[src/rtl/i2c_pkg.sv]
// i2c_pkg: state encoding and bus constants shared by the I2C register target.
// RDATA/RDATA_ACK exist only when I2C_TARGET_READ_EN is defined.
package i2c_pkg;
  localparam logic [6:0] I2C_ADDR_HDMI_TX = 7'h39;
  localparam int I2C_RW_BIT = 0;
  typedef enum logic [3:0] {
    IDLE = 4'd0, ADDR, ADDR_ACK, REG, REG_ACK, WDATA, WDATA_ACK
`ifdef I2C_TARGET_READ_EN
    , RDATA, RDATA_ACK
`endif
  } i2c_state_e;
endpackage

[src/rtl/i2c_reg_target_if.sv]
// i2c_reg_target_if: SCL/SDA pair as seen by the controller and by the target.
interface i2c_reg_target_if;
  logic i2c_scl;
  logic i2c_sda_in;
  logic i2c_sda_oe;
  modport master (output i2c_scl, i2c_sda_in, input i2c_sda_oe);
  modport slave (input i2c_scl, i2c_sda_in, output i2c_sda_oe);
endinterface

[src/rtl/i2c_line_sync.sv]
// i2c_line_sync: synchronizer plus rise/fall pulses for one idle-high bus line.
module i2c_line_sync #(
  parameter int STAGES = 2
) (
  input  logic clk_ref,
  input  logic reset_n,
  input  logic d,
  output logic q,
  output logic rise,
  output logic fall
);
  logic [STAGES-1:0] sync;
  logic prev;
  always_ff @(posedge clk_ref or negedge reset_n)
    if (!reset_n) begin
      sync <= '1;
      prev <= 1'b1;
    end else begin
      sync <= {sync[STAGES-2:0], d};
      prev <= sync[STAGES-1];
    end
  assign q = sync[STAGES-1];
  assign rise = q & ~prev;
  assign fall = ~q & prev;
endmodule

[src/rtl/i2c_reg_target.sv]
// i2c_reg_target: I2C responder with a 256x8 register file for HDMI-init loopback.
// Define I2C_TARGET_READ_EN to add the read path (RDATA/RDATA_ACK and SDA data drive).
module i2c_reg_target import i2c_pkg::*; #(
  parameter logic [6:0] DEV_ADDR = I2C_ADDR_HDMI_TX,
  parameter int SYNC_STAGES = 2
) (
  input  logic                   clk_ref,
  input  logic                   reset_n,
  i2c_reg_target_if.slave        bus,
  output logic                   wr_strobe,
  output logic [7:0]             wr_addr,
  output logic [7:0]             wr_data,
  input  logic [7:0]             dbg_addr,
  output logic [7:0]             dbg_data,
  output logic                   busy,
  output logic [3:0]             state_out
);
  i2c_state_e state, state_d;
  logic scl, scl_rise, scl_fall, sda, sda_rise, sda_fall, start, stop, hit, we, oe, oe_d, busy_d;
  logic [2:0] cnt, cnt_d;
  logic [7:0] ptr, ptr_d, byte_in;
  logic [7:0] reg_file [256];
`ifdef I2C_TARGET_READ_EN
  logic [7:0] shift, shift_d, rd_byte;
  assign rd_byte = reg_file[ptr];
  assign hit = byte_in[7:1] == DEV_ADDR;
`else
  logic [6:0] shift, shift_d;
  assign hit = byte_in[7:1] == DEV_ADDR && !byte_in[I2C_RW_BIT];
`endif
  i2c_line_sync #(.STAGES(SYNC_STAGES)) u_scl (.clk_ref(clk_ref), .reset_n(reset_n), .d(bus.i2c_scl),
                                               .q(scl), .rise(scl_rise), .fall(scl_fall));
  i2c_line_sync #(.STAGES(SYNC_STAGES)) u_sda (.clk_ref(clk_ref), .reset_n(reset_n), .d(bus.i2c_sda_in),
                                               .q(sda), .rise(sda_rise), .fall(sda_fall));
  assign start = sda_fall & scl;
  assign stop = sda_rise & scl;
  assign byte_in = {shift[6:0], sda};
  assign bus.i2c_sda_oe = oe;
  assign dbg_data = reg_file[dbg_addr];
  assign state_out = state;
  always_ff @(posedge clk_ref or negedge reset_n)
    if (!reset_n) state <= IDLE;
    else state <= state_d;
  always_comb begin
    state_d = state;
    oe_d = oe;
    cnt_d = cnt;
    shift_d = shift;
    ptr_d = ptr;
    busy_d = busy;
    we = 1'b0;
    if (start) begin
      state_d = ADDR;
      cnt_d = '0;
      oe_d = 1'b0;
    end else if (stop) begin
      state_d = IDLE;
      oe_d = 1'b0;
      busy_d = 1'b0;
    end else case (state)
      ADDR, REG, WDATA: if (scl_rise) begin
        shift_d = byte_in[$high(shift):0];
        cnt_d = cnt + 3'd1;
        if (cnt == 3'd7) begin
          state_d = state == ADDR ? (hit ? ADDR_ACK : IDLE) : state == REG ? REG_ACK : WDATA_ACK;
          busy_d = state == ADDR ? hit : busy;
          ptr_d = state == REG ? byte_in : state == WDATA ? ptr + 8'd1 : ptr;
          we = state == WDATA;
        end
      end
      // first fall after the byte drives ACK, the next one releases it
      ADDR_ACK, REG_ACK, WDATA_ACK: if (scl_fall) begin
        oe_d = ~oe;
        if (oe) state_d = state == ADDR_ACK ? REG : WDATA;
`ifdef I2C_TARGET_READ_EN
        if (oe && state == ADDR_ACK && shift[I2C_RW_BIT]) begin
          state_d = RDATA;
          oe_d = ~rd_byte[7];
          shift_d = {rd_byte[6:0], 1'b0};
        end
`endif
      end
`ifdef I2C_TARGET_READ_EN
      RDATA: begin
        if (scl_fall) begin
          oe_d = ~shift[7];
          shift_d = {shift[6:0], 1'b0};
        end
        if (scl_rise) begin
          cnt_d = cnt + 3'd1;
          if (cnt == 3'd7) state_d = RDATA_ACK;
        end
      end
      // shift is loaded unshifted here so the next RDATA fall presents bit 7
      RDATA_ACK: begin
        if (scl_fall) oe_d = 1'b0;
        if (scl_rise) begin
          state_d = sda ? IDLE : RDATA;
          ptr_d = sda ? ptr : ptr + 8'd1;
          shift_d = reg_file[ptr + 8'd1];
          cnt_d = '0;
        end
      end
`endif
      default: ;
    endcase
  end
  always_ff @(posedge clk_ref or negedge reset_n)
    if (!reset_n) begin
      oe <= 1'b0;
      cnt <= '0;
      shift <= '0;
      ptr <= '0;
      busy <= 1'b0;
      wr_strobe <= 1'b0;
      wr_addr <= '0;
      wr_data <= '0;
      for (int i = 0; i < 256; i++) reg_file[i] <= '0;
    end else begin
      oe <= oe_d;
      cnt <= cnt_d;
      shift <= shift_d;
      ptr <= ptr_d;
      busy <= busy_d;
      wr_strobe <= we;
      if (we) begin
        wr_addr <= ptr;
        wr_data <= byte_in;
        reg_file[ptr] <= byte_in;
      end
    end
endmodule
[src/flat_wrapper.sv]
// flat-port wrapper written by rule: the top's interface ports become plain ports
module i2c_reg_target_flat import i2c_pkg::*;
#(
  parameter logic [6:0] DEV_ADDR = I2C_ADDR_HDMI_TX,
  parameter int SYNC_STAGES = 2
)
  (clk_ref, reset_n, wr_strobe, wr_addr, wr_data, dbg_addr, dbg_data, busy, state_out, bus_i2c_scl, bus_i2c_sda_in, bus_i2c_sda_oe);
  i2c_reg_target_if bus_i ();
  input  logic clk_ref;
  input  logic reset_n;
  output logic wr_strobe;
  output logic [7:0] wr_addr;
  output logic [7:0] wr_data;
  input  logic [7:0] dbg_addr;
  output logic [7:0] dbg_data;
  output logic busy;
  output logic [3:0] state_out;
  input wire logic [$bits(bus_i.i2c_scl)-1:0] bus_i2c_scl;
  input wire logic [$bits(bus_i.i2c_sda_in)-1:0] bus_i2c_sda_in;
  output wire logic [$bits(bus_i.i2c_sda_oe)-1:0] bus_i2c_sda_oe;
  assign bus_i.i2c_scl = bus_i2c_scl;
  assign bus_i.i2c_sda_in = bus_i2c_sda_in;
  assign bus_i2c_sda_oe = bus_i.i2c_sda_oe;
  i2c_reg_target #(.DEV_ADDR(DEV_ADDR), .SYNC_STAGES(SYNC_STAGES)) u_core (.clk_ref(clk_ref), .reset_n(reset_n), .bus(bus_i), .wr_strobe(wr_strobe), .wr_addr(wr_addr), .wr_data(wr_data), .dbg_addr(dbg_addr), .dbg_data(dbg_data), .busy(busy), .state_out(state_out));
endmodule
[config.mk]
export PLATFORM = sky130hd
export DESIGN_NAME = i2c_reg_target_flat
export DESIGN_NICKNAME = d
export VERILOG_FILES = /design/src/rtl/i2c_pkg.sv /design/src/rtl/i2c_reg_target_if.sv /design/src/rtl/i2c_line_sync.sv /design/src/rtl/i2c_reg_target.sv /design/src/flat_wrapper.sv
export SDC_FILE = /design/constraint.sdc
export NUM_CORES = 2
export LEC_CHECK = 0
export ABC_CLOCK_PERIOD_IN_PS = 5500
export CORE_AREA = 2 2 599 660
export CTS_CLUSTER_DIAMETER = 30
export DETAILED_ROUTE_END_ITERATION = 8
export DIE_AREA = 0 0 601 662
export PLACE_DENSITY_LB_ADDON = 0.3
export SETUP_SLACK_MARGIN = 0.4
export SKIP_LAST_GASP = 1
export SLEW_MARGIN = 20
export SYNTH_ARGS = -nofsm -noshare
export SYNTH_HDL_FRONTEND = slang
export SYNTH_HIERARCHICAL = 1
export SYNTH_SLANG_ARGS = --single-unit
[constraint.sdc]
create_clock -name clk_ref -period 5.5 [get_ports clk_ref]
set_input_delay 1.65 -clock clk_ref [delete_from_list [all_inputs] [get_ports clk_ref]]
set_output_delay 1.65 -clock clk_ref [all_outputs]
set_load 0.01 [all_outputs]
==> flow_summary.toml <==
[status]
status = "finished, violations left"
violations = "negative setup slack"

[power_and_ir_drop]
finalPower_w = 0.04920
combPwrFrac_pct = 6.2
swShare_pct = 24.19
seq_power_share_pct = 32.4
peakVddDrop_v = 0.0003196
p_sw_w = 0.01190
powerDensity_mw_per_mm2 = 385.4
p_int_w = 0.03730
total_leakage_power_nw = 60.43
pwr-share-clk_pct = 61.4

[worst_setup_path]
r2r_start = "u_core/u_sda/sync[1]"
worstPathRequired_ns = 3.85
crit_path_cell_trace = "buf_16 -> buf_16 -> buf_4 -> buf_6 -> buf_4 -> mux4_2 -> a22oi_1 -> a21oi_1 -> nor4_2 -> buf_4 -> nor4_2 -> buf_4 -> buf_6"
cp-start-kind = "input pin"
crit_path_top_delay_cell = "mux4_2"
critPathMaxFanout = 11
cp-end-kind = "primary output"
startpoint = "dbg_addr[0]"
rr_worst_depth = 10
cp_common_cell = "buf_4"
cpPeakStageDelay_ns = 0.51
path_class = "in2out"
arrival_ns = 4.28

[sta]
max_freq_ghz = 0.1686
slew_headroom_pct = 19.04
timing.final.ws_setup_ns = -0.4325
worst_slew_pin_slew_ns = 1.214
fin_worst_skew_ns = 0.06476
final_hold_viol_count = 0
fin_tns_setup_ns = -2.989
fin_crit_ns = 5.933
fin_crit_sh_pct = 107.9
rsz0062_at_grt = "yes"
setup_viol = 8
final-max-slew-violation-count = 0

[floorplan]
pin_count = 43
die_area_mm2 = 0.3979
start_util_pct = 24.91
core.rowCount = 241
die_x_um = 601
core_area_mm2 = 0.3911
chipHeight_um = 662

[cells_and_area]
drive_above_1_share_pct = 60.18
fin_area_mm2 = 0.1277
final_core_utilization_pct = 32.64
area_delta_synth_final_pct = 31.05
nets = 6877

[global_routing]
grt_remaining_overflow = 0
antenna_found_initial = 5
track_usage_pct = 14.92
grt_pass1_wl_mm = 448.8
grt_pass1_vias = 64470
grt_max_degree = 196

[logic_synthesis]
synth_edf_count = 0
synth_fp_nets = 6214
syn-instance-count = 6196
async_flop_share_pct = 100.0
synth-seq-cells = 2094
ys_types = 69
ys_warn_count = 6
syn_area_per_cell_um2 = 15.72
synth_flop_cell = "dfrtp_1"
synth-seq-area-share_pct = 53.80
netlist_area_mm2 = 0.09741

[min_path]
hp-start = "u_core/u_scl/sync[0]"
hp-class = "reg2reg"
hold_depth = 0

[routing]
drc = 0
wl_mm = 300.1
firstDrtPassIters = 5
vias = 58700
wl_per_cell_um = 24.01
drt_iter0_drc = 3538
via_per_inst = 4.696
ant_nets = 0

[cts]
clock-sinks = 2094
root_buffer = "clkbuf_16"
htree_num_levels = 5
insertion_delay_ns = 0.96
cts_tree = "done"
clkTransAtPathRegs_ns = 0.04
ctsHoldBuffers = 0
cts_buffer_depth = 4
cts_buffers = 485

[placed_design]
routabilityCongestion = 0.8228
place_area_mm2 = 0.1073
dp_hpwl_mm = 188.2
io_buffers = 41
place_ws_ns = -1.762

[flow_run]
drv_cap = 0
[cell families after synthesis]
kind of cell | count (synthesis) | share of synthesized area (%)
adder cells (fa/ha/maj) | 6 | 0.07707
flip-flops | 2094 | 53.80
multiplexers | 2639 | 35.49
AND/OR/NAND/NOR | 476 | 4.864
buffers and inverters | 494 | 2.344
other | 1 | 0.003850
AO/OA/AOI/OAI | 484 | 3.399
XOR/XNOR | 2 | 0.01799
[power by group through the flow]
| stage | Combinational, W | Sequential (W) | Clock [W] |
|---|---|---|---|
| 3_5_place_dp | 0.00287 | 0.0162 | 0 |
| 3_3_place_gp | 0.00282 | 0.0162 | 0 |
| 6_report | 0.00304 | 0.0160 | 0.0302 |
| 4_1_cts | 0.00307 | 0.0160 | 0.0307 |
| 2_1_floorplan | 0.00150 | 0.0158 | 0 |
| 5_1_grt | 0.00325 | 0.0160 | 0.0316 |
[worst paths after layout]
| path | slack, ns | endpoint |
|---|---|---|
| setup reg to reg | 0.99 | u_core/reg_file[1832] |
| min in group asynchronous | 0.79 | u_core/reg_file[1454] |
| max in group asynchronous | 3.35 | u_core/reg_file[1695] |
| setup / recovery | -0.43 | dbg_data[4] |
| hold / removal | 0.35 | u_core/u_scl/sync[1] |
| hold reg to reg | 0.35 | u_core/u_scl/sync[1] |
[critical path, delay by kind of cell]
family | cells | cell delay, ns
buffers and inverters | 8 | 1.34
muxes | 1 | 0.51
AOI/OAI and AO/OA | 2 | 0.39
and+or+nand+nor | 2 | 0.34
[flip-flops by register name (all words and copies together) (netlist names), 2 cells and up]
| name | flops |
|---|---|
| u_core/u_sda/sync | 2 |
| u_core/shift | 7 |
| u_core/state_out | 3 |
| u_core/wr_data | 8 |
| u_core/u_scl/sync | 2 |
| u_core/ptr | 8 |
| u_core/cnt | 3 |
| u_core/wr_addr | 8 |
| u_core/reg_file | 2048 |
[cell type report]
class / instances / area (um^2)
repair buffers: 661 / 7000
clock inverters: 257 / 3804
clock buffers: 642 / 13650
fillers: 37730 / 263400
inverters: 9 / 36.28
multi-input cells: 3608 / 44170
diodes: 4 / 10.01
flip-flops and latches: 2094 / 52440
well taps: 5224 / 6536
[cells in the mapped netlist, types with 4 or more instances]
master     instances  area, um^2
o2bb2ai_1         10       87.58
and3_1             5       31.28
nor2_4            50       563.0
a21oi_1          126       630.6
a41oi_1            7       61.31
nor4_1            30       187.7
a22o_1             4       35.03
nor2_1            35       131.4
nand2b_1           8       50.05
inv_1              8       30.03
ha_1               6       75.07
or2_2              4       25.02
o22a_1             6       52.55
o31ai_1            5       37.54
nor2_8           110        2202
clkbuf_1         328        1231
o221ai_1          33       289.0
nor2_2            96       600.6
mux4_2           445       10020
nand2_1           37       138.9
o22ai_1           23       143.9
nand3b_1           8       60.06
dfrtp_1         2088       52250
mux2_2          1946       21910
dfstp_2            6       157.7
mux2_1           124        1396
a211oi_1           8       60.06
mux2i_1          124        1241
a21o_1             6       45.04
buf_2             63       315.3
o21ai_0           30       150.1
nand3_4           11       192.7
nand3_1           19       95.09
nor3_1            13       65.06
buf_6             24       270.3
nand2_2           12       75.07
a31oi_1           15       93.84
buf_1             28       105.1
buf_4             41       307.8
nor2b_1           15       93.84
a22oi_1          185        1389
a221oi_1           9       78.83
[through the flow]
stage,std cells,hold slack (ns)
floorplan,6196,0.3452
global placement,11500,0.3480
detailed placement,11500,0.3487
CTS,12470,0.3548
global route,12500,0.3608
finish,12500,0.3541
[routing by layer]
metal | track usage (%) | share of wire (%)
met5 | 0 | 0
met4 | 4.989 | 3.2
met2 | 24.42 | 48
met1 | 20.26 | 45
met3 | 2.092 | 3.8
[layout by cell type, fill, tap and decap left out, drive strengths merged, types with 9 or more instances in the layout]
cell,netlist,final
a21oi,127,127
a221oi,9,9
a22oi,185,185
a31oi,15,15
buf,157,624
bufinv,0,79
clkbuf,328,644
clkdlybuf4s50,0,24
clkinv,1,130
clkinvlp,0,40
dfrtp,2088,2088
inv,8,17
mux2,2070,2070
mux2i,124,124
mux4,445,445
nand2,49,49
nand3,31,31
nor2,291,291
nor2b,15,15
nor3,13,13
nor4,30,30
o21ai,30,30
o221ai,33,33
o22ai,23,23
o2bb2ai,10,10
[repair_timing]
item | in CTS | in global routing
gates resized for setup | 332 | 51
buffers inserted | 58 | 25
cloned | 15 | 2
pin swaps | 63 | 42
setup endpoints to repair | 8 | 8
Power figures use the tool's default switching activity.
